$ cat config.mk
export PLATFORM = sky130hd
export DESIGN_NAME = jump_target_encoder_flat
export DESIGN_NICKNAME = d
export VERILOG_FILES = /design/src/rtl/jump_pkg.sv /design/src/rtl/jump_target_encoder_if.sv /design/src/rtl/jump_enc_fifo.sv /design/src/rtl/jump_target_encoder.sv /design/src/flat_wrapper.sv
export SDC_FILE = /design/constraint.sdc
export NUM_CORES = 1
export LEC_CHECK = 0
export ABC_AREA = 1
export CAP_MARGIN = 20
export CORE_ASPECT_RATIO = 0.6
export CORE_MARGIN = 5
export CORE_UTILIZATION = 45
export DETAILED_ROUTE_END_ITERATION = 12
export MAX_ROUTING_LAYER = met4
export PLACE_DENSITY = 0.69
export SLEW_MARGIN = 20
export SYNTH_ARGS = -nofsm -noshare
export SYNTH_HDL_FRONTEND = slang
export SYNTH_SLANG_ARGS = --single-unit
$ cat constraint.sdc
create_clock -name clk -period 10.03 [get_ports clk]
set_input_delay 1.003 -clock clk [delete_from_list [all_inputs] [get_ports clk]]
set_output_delay 1.003 -clock clk [all_outputs]
set_load 0.01 [all_outputs]
$ cat src/rtl/jump_pkg.sv
// Shared J-type encoding constants, also used by the decoder-side jump shifter.
package jump_pkg;

    localparam logic [5:0] OPC_J    = 6'b000010;
    localparam logic [5:0] OPC_JAL  = 6'b000011;
    localparam int         JFIELD_W  = 26;
    localparam int         JFIELD_LO = 2;
    localparam int         JFIELD_HI = JFIELD_LO + JFIELD_W - 1;
    localparam int         PAGE_HI   = 31;
    localparam int         PAGE_LO   = 28;

    typedef struct packed {
        logic [31:0] instr;
        logic        err_page;
        logic        err_align;
    } jenc_entry_t;

    function automatic logic [31:0] make_j_instr(input logic link,
                                                 input logic [JFIELD_W-1:0] field);
        return {(link ? OPC_JAL : OPC_J), field};
    endfunction

endpackage

$ cat src/rtl/jump_target_encoder_if.sv
// Request/response handshake bundle for the jump target encoder.
interface jump_target_encoder_if #(
    parameter int ERR_CNT_W = 8
);
    logic                 in_valid;
    logic                 in_ready;
    logic [31:0]          pc;
    logic [31:0]          target;
    logic                 link;
    logic                 out_valid;
    logic                 out_ready;
    logic [31:0]          instr;
    logic                 err_page;
    logic                 err_align;
    logic [ERR_CNT_W-1:0] err_count;

    modport master (
        output in_valid, pc, target, link, out_ready,
        input  in_ready, out_valid, instr, err_page, err_align, err_count
    );

    modport slave (
        input  in_valid, pc, target, link, out_ready,
        output in_ready, out_valid, instr, err_page, err_align, err_count
    );
endinterface

$ cat src/rtl/jump_enc_fifo.sv
// Synchronous first-word-fall-through FIFO with occupancy count.
module jump_enc_fifo #(
    parameter int WIDTH = 34,
    parameter int DEPTH = 3
) (
    input  logic                           clk,
    input  logic                           rst,
    input  logic                           push,
    input  logic [WIDTH-1:0]               push_data,
    input  logic                           pop,
    output logic [WIDTH-1:0]               head,
    output logic                           empty,
    output logic [$clog2(DEPTH+1)-1:0]     count
);
    localparam int CNT_W = $clog2(DEPTH + 1);
    localparam int PTR_W = (DEPTH > 1) ? $clog2(DEPTH) : 1;

    logic [WIDTH-1:0] mem [DEPTH];
    logic [PTR_W-1:0] wr_ptr;
    logic [PTR_W-1:0] rd_ptr;

    // Pointers wrap modulo DEPTH, which need not be a power of two.
    function automatic logic [PTR_W-1:0] next_ptr(input logic [PTR_W-1:0] p);
        return (p == PTR_W'(DEPTH - 1)) ? '0 : p + PTR_W'(1);
    endfunction

    always_ff @(posedge clk) begin
        if (rst) begin
            wr_ptr <= '0;
            rd_ptr <= '0;
            count  <= '0;
        end else begin
            if (push) wr_ptr <= next_ptr(wr_ptr);
            if (pop)  rd_ptr <= next_ptr(rd_ptr);
            case ({push, pop})
                2'b10:   count <= count + CNT_W'(1);
                2'b01:   count <= count - CNT_W'(1);
                default: count <= count;
            endcase
        end
    end

    always_ff @(posedge clk) begin
        if (push) mem[wr_ptr] <= push_data;
    end

    assign head  = mem[rd_ptr];
    assign empty = (count == '0);

endmodule

$ cat src/rtl/jump_target_encoder.sv
// Builds j/jal instruction words from (pc, target) with page/alignment error flags.
module jump_target_encoder
    import jump_pkg::*;
#(
    parameter int FIFO_DEPTH = 3,
    parameter int ERR_CNT_W  = 8
) (
    input logic                  clk,
    input logic                  rst,
    jump_target_encoder_if.slave bus
);
    localparam int CNT_W = $clog2(FIFO_DEPTH + 1);

    logic                 vld_p1;
    logic [31:0]          pc_p1;
    logic [31:0]          target_p1;
    logic                 link_p1;
    logic                 accept;
    logic [3:0]           pc4_page;
    jenc_entry_t          entry_p1;
    jenc_entry_t          head;
    logic                 fifo_empty;
    logic [CNT_W-1:0]     fifo_count;
    logic [CNT_W:0]       occupancy;
    logic                 pop;
    logic [ERR_CNT_W-1:0] err_count;

    function automatic logic [ERR_CNT_W-1:0] sat_inc(input logic [ERR_CNT_W-1:0] v);
        return (&v) ? v : v + ERR_CNT_W'(1);
    endfunction

    // Occupancy uses registered state only, so out_ready never reaches in_ready.
    assign occupancy = (CNT_W + 1)'(vld_p1) + (CNT_W + 1)'(fifo_count);
    assign bus.in_ready = !rst && (occupancy < (CNT_W + 1)'(FIFO_DEPTH));
    assign accept = bus.in_valid && bus.in_ready;

    // ---- stage p0 -> p1: capture request ----
    always_ff @(posedge clk) begin
        if (rst) vld_p1 <= 1'b0;
        else     vld_p1 <= accept;
    end

    always_ff @(posedge clk) begin
        if (accept) begin
            pc_p1     <= bus.pc;
            target_p1 <= bus.target;
            link_p1   <= bus.link;
        end
    end

    // ---- stage p1: encode and flag, pushed into the output buffer ----
    assign pc4_page = 4'((pc_p1 + 32'd4) >> PAGE_LO);

    always_comb begin
        entry_p1           = '0;
        entry_p1.instr     = make_j_instr(link_p1, target_p1[JFIELD_HI:JFIELD_LO]);
        entry_p1.err_page  = (target_p1[PAGE_HI:PAGE_LO] != pc4_page);
        entry_p1.err_align = (target_p1[JFIELD_LO-1:0] != '0);
    end

    jump_enc_fifo #(
        .WIDTH ($bits(jenc_entry_t)),
        .DEPTH (FIFO_DEPTH)
    ) u_fifo (
        .clk       (clk),
        .rst       (rst),
        .push      (vld_p1),
        .push_data (entry_p1),
        .pop       (pop),
        .head      (head),
        .empty     (fifo_empty),
        .count     (fifo_count)
    );

    // ---- stage p2: buffer head presented to the consumer ----
    assign bus.out_valid = !fifo_empty;
    assign pop           = bus.out_valid && bus.out_ready;
    assign bus.instr     = bus.out_valid ? head.instr : '0;
    assign bus.err_page  = bus.out_valid && head.err_page;
    assign bus.err_align = bus.out_valid && head.err_align;

    always_ff @(posedge clk) begin
        if (rst)
            err_count <= '0;
        else if (pop && (head.err_page || head.err_align))
            err_count <= sat_inc(err_count);
    end

    assign bus.err_count = err_count;

endmodule

$ cat src/flat_wrapper.sv
// flat-port wrapper written by rule: the top's interface ports become plain ports
module jump_target_encoder_flat import jump_pkg::*;
#(
    parameter int FIFO_DEPTH = 3,
    parameter int ERR_CNT_W  = 8
)
  (clk, rst, bus_in_valid, bus_pc, bus_target, bus_link, bus_out_ready, bus_in_ready, bus_out_valid, bus_instr, bus_err_page, bus_err_align, bus_err_count);
  jump_target_encoder_if #(.ERR_CNT_W(ERR_CNT_W)) bus_i ();
  input logic clk;
  input logic rst;
  input wire logic [$bits(bus_i.in_valid)-1:0] bus_in_valid;
  input wire logic [$bits(bus_i.pc)-1:0] bus_pc;
  input wire logic [$bits(bus_i.target)-1:0] bus_target;
  input wire logic [$bits(bus_i.link)-1:0] bus_link;
  input wire logic [$bits(bus_i.out_ready)-1:0] bus_out_ready;
  output wire logic [$bits(bus_i.in_ready)-1:0] bus_in_ready;
  output wire logic [$bits(bus_i.out_valid)-1:0] bus_out_valid;
  output wire logic [$bits(bus_i.instr)-1:0] bus_instr;
  output wire logic [$bits(bus_i.err_page)-1:0] bus_err_page;
  output wire logic [$bits(bus_i.err_align)-1:0] bus_err_align;
  output wire logic [$bits(bus_i.err_count)-1:0] bus_err_count;
  assign bus_i.in_valid = bus_in_valid;
  assign bus_i.pc = bus_pc;
  assign bus_i.target = bus_target;
  assign bus_i.link = bus_link;
  assign bus_i.out_ready = bus_out_ready;
  assign bus_in_ready = bus_i.in_ready;
  assign bus_out_valid = bus_i.out_valid;
  assign bus_instr = bus_i.instr;
  assign bus_err_page = bus_i.err_page;
  assign bus_err_align = bus_i.err_align;
  assign bus_err_count = bus_i.err_count;
  jump_target_encoder #(.FIFO_DEPTH(FIFO_DEPTH), .ERR_CNT_W(ERR_CNT_W)) u_core (.clk(clk), .rst(rst), .bus(bus_i));
endmodule
==> impl_results.md <==
* Seq/Total Area, Yosys at 0.743
* Final Setup Violations at 0
* Crit-path max FO at 14
* R2r setup slk at about 7.6 ns
* Cts repair resizes at 0
* Initial antenna violation count at 0
* Power share of the combinational group at 0.233
* Crit path capture type: output port
* Largest net degree at the start of global routing at 62
* Critical path depth at 5
* Sw Pwr at 0.000533 W
* Worst hold slack at between 0.4 and 0.5 ns
* Seq pwr share at 0.443
* Ant diodes at 0
* Minimum clock period after layout at roughly 3.7 ns
* FF-to-FF path depth at 10
* Yosys cell types at 31
* Hold_buf cts at 0
* GRT overflow at 0
* H-tree Lvls at 4
* Inserted Clock Buffers at 17
* DP Wirelength at around 8400 um
* Yosys top cell area share at 0.690
* Worst R2R Start: u_core.u_fifo.count[0]
* Pre-antenna DRT Iters at 4
* Placement Setup Slack at about 6.4 ns
* Global-route wire length before repair at roughly 21000 um
* Final Cycle Share at 0.368
* Clk root buf: clkbuf_16
* CORE AREA at between 10000 and 15000 um^2
* Top cells by area, synth: edfxtp_1, nand2_1, dfxtp_1, nand3_1, o211ai_1
* Worst EP required at around 9 ns
* Fill count at around 1200
* Cells after Synth at 518
* Fin nets at between 700 and 800
* Cell internal pwr at around 0.0014 W
* Slew Limit Fails at 0
* Die width at around 170 um
* Vert. Die Dim at a little over 100 um
* # IOs at around 110
* Worst Setup EP: bus_in_ready
* Die area at 17100 um^2
* Run status: finished clean
* Final clock skew at 0.0181 ns
* FP Rows at 34
* Deepest clock path buffer count at 2
* Clock power frac at 0.324
* Vias in the first global route at 4221
* Drt first-iter violations at roughly 250
* Worst path most repeated cell: clkdlybuf4s50_1
* PwrDens at between 200 and 250 nW/um^2
* Total Negative Setup Slacks at 0 ns
* Placer's final routability congestion estimate at between 0.7 and 0.8
* Clock Latency Late Sink at about 0.42 ns
* Post-route ant nets at 0
* Post-CTS Setup Bufs at 0
* Total GRT Usage at 0.167
* Synthesis-stage register bit count at between 150 and 200
* Initial cell density of the core at 0.455
* Overall power at around 0.0019 W
* Hold wc startpoint: u_core.target_p1[5]
* Leakage at around 3.2 nW
* CTS tree: done
* I/O Buffers at roughly 110
* Switch share at 0.280
* DR WL/cell at around 15 um
* Data arrival, critical path at about 2.7 ns
* Post-route setup slack at 6.34 ns
* Mapped cell area at ~6500 um^2
* Syn Area/Cell at about 13 um^2
* Final hold violations at 0
* Via-per-instance ratio at just under 5
* FMAX at 271 MHz
* Max VDD drop at roughly 110 uV
* Crit-path max cell delay at about 0.71 ns
* RSZ-0062 raised after global routing: no
* DRC violations left at 0
* Via count at 4088
* WL final at between 10000 and 15000 um
* CP delay by family, top: buffers and inverters
* Sink Count at about 170
* HP Class: reg -> reg
* Pin slew with the least headroom to its limit at 0.999 ns
* Crit start category: primary input
* Worst Setup Path Type: in -> out
* Worst R2R End: u_core.u_fifo.count[1]
* Rel. slew slack at 0.334
* Area Growth Syn to Fin at 28.0%
* Crit path max-delay cell type: clkdlybuf4s50_1
* Yosys warns at 0
* MaxCap Viol Count at 0
* CP Cell Sequence: clkdlybuf4s50_1 -> nor2_1 -> nand2_1 -> inv_1 -> clkdlybuf4s50_1
* Clk pin slew, worst setup/hold paths at about 0.06 ns
* WP buf/inv at 3
* Share of layout cells above drive strength 1 at 0.0793
* Worst setup path start: rst
* Cell type with the largest total area after synthesis: edfxtp_1
cells in the mapped netlist:
master    number
inv_2          3
xnor2_1        2
nand2_1      130
xor2_1         6
nand3_2        1
buf_2          9
buf_4          6
a211oi_1       1
buf_1          1
o21ai_0        4
nand3_1       41
conb_1         1
or2_2          1
o211ai_1      27
nand3b_1       3
nor3_1         2
nor2_2         2
dfxtp_1       17
ha_1           4
nand2_2        2
clkbuf_1       4
o21ai_1        1
o21ai_2        1
o211a_1        1
nor2_4         1
nor2_1        31
edfxtp_1     150
inv_1         50
buf_6          1
nand2_4        2
a21oi_1       13
final cells by class:
| type | count | area, um^2 | share of cell area |
|---|---|---|---|
| Clock buffer | 23 | 510 | 0.0611 |
| Clock inverter | 9 | 62.6 | 0.00749 |
| Inverter | 53 | 199 | 0.0238 |
| Multi-Input combinational cell | 280 | 1390 | 0.166 |
| Sequential cell | 167 | 4850 | 0.580 |
| Tap cell | 198 | 248 | 0.0297 |
| Timing Repair Buffer | 111 | 1100 | 0.132 |
sequential cells by signal, indices dropped and copies added (netlist names), named ones only:
register / cells
u_core.u_fifo.mem: 87
u_core.target_p1: 32
u_core.u_fifo.count: 2
u_core.link_p1: 1
u_core.pc_p1: 30
u_core.bus.err_count: 8
u_core.vld_p1: 1
u_core.u_fifo.rd_ptr: 2
u_core.u_fifo.wr_ptr: 2
metal layers:
| metal | global-route usage | up-vias | wire (um) |
|---|---|---|---|
| met5 | - | - | 0 |
| met4 | 0.0450 | 0 | 126 |
| met3 | 0.0416 | 10 | 704 |
| met2 | 0.267 | 117 | 6080 |
| met1 | 0.217 | 1955 | 6020 |
| li1 | - | 2006 | - |
worst reg2reg max path, delay by kind of cell, from the launching register on:
family / cells / cell delay, ns
compound gates: 4 / 0.45
simple gates: 2 / 0.63
flops: 1 / 0.43
fa+ha+maj: 1 / 0.26
buf+inv: 3 / 0.54
power groups by stage:
| stage | combinational (W) | sequential (W) | clock [W] |
|---|---|---|---|
| after floorplan | 0.000255 | 0.000841 | 0 |
| after global placement | 0.000442 | 0.000854 | 0 |
| after detailed placement | 0.000450 | 0.000858 | 0 |
| after CTS | 0.000453 | 0.000843 | 0.000630 |
| after global routing | 0.000494 | 0.000848 | 0.000665 |
| final | 0.000444 | 0.000842 | 0.000617 |
how the worst min path moves through the flow:
stage                                          end  cells after the start
after floorplan           u_core.u_fifo.mem[0][10]                      0
after global placement     u_core.u_fifo.mem[1][3]                      0
after detailed placement  u_core.u_fifo.mem[2][19]                      0
after CTS                  u_core.u_fifo.mem[2][7]                      0
after global routing       u_core.u_fifo.mem[2][7]                      0
final                      u_core.u_fifo.mem[2][5]                      0
cells in the final DEF (no fill, tap or decap), drive strengths merged:
master,instances
edfxtp,150
nand2,134
clkdlybuf4s50,106
inv,56
nand3,42
nor2,34
o211ai,27
clkbuf,23
dfxtp,17
a21oi,13
xor2,6
o21ai,6
buf,5
clkinv,5
ha,4
conb,4
nand3b,3
xnor2,2
nor3,2
or2,1
o211a,1
a211oi,1
clkinvlp,1
kinds of logic after synthesis:
logic type / Yosys count / share of synthesized area
and+or+nand+nor: 216 / 0.141
DFF: 167 / 0.743
buffers and inverters: 74 / 0.0489
AOI/OAI and AO/OA: 48 / 0.0489
xor gates and xnor gates: 8 / 0.0107
adders and majority gates: 4 / 0.00767
other: 1 / 0.000575
stage by stage:
step                utilization  cells  area (um^2)
detailed placement        0.543    809         7780
CTS                       0.583    841         8350
floorplan                     -    521         6540
finish                    0.583    841         8350
global placement          0.543    809         7780
global route              0.583    841         8350
No activity file was read; power rests on OpenSTA's default activity.
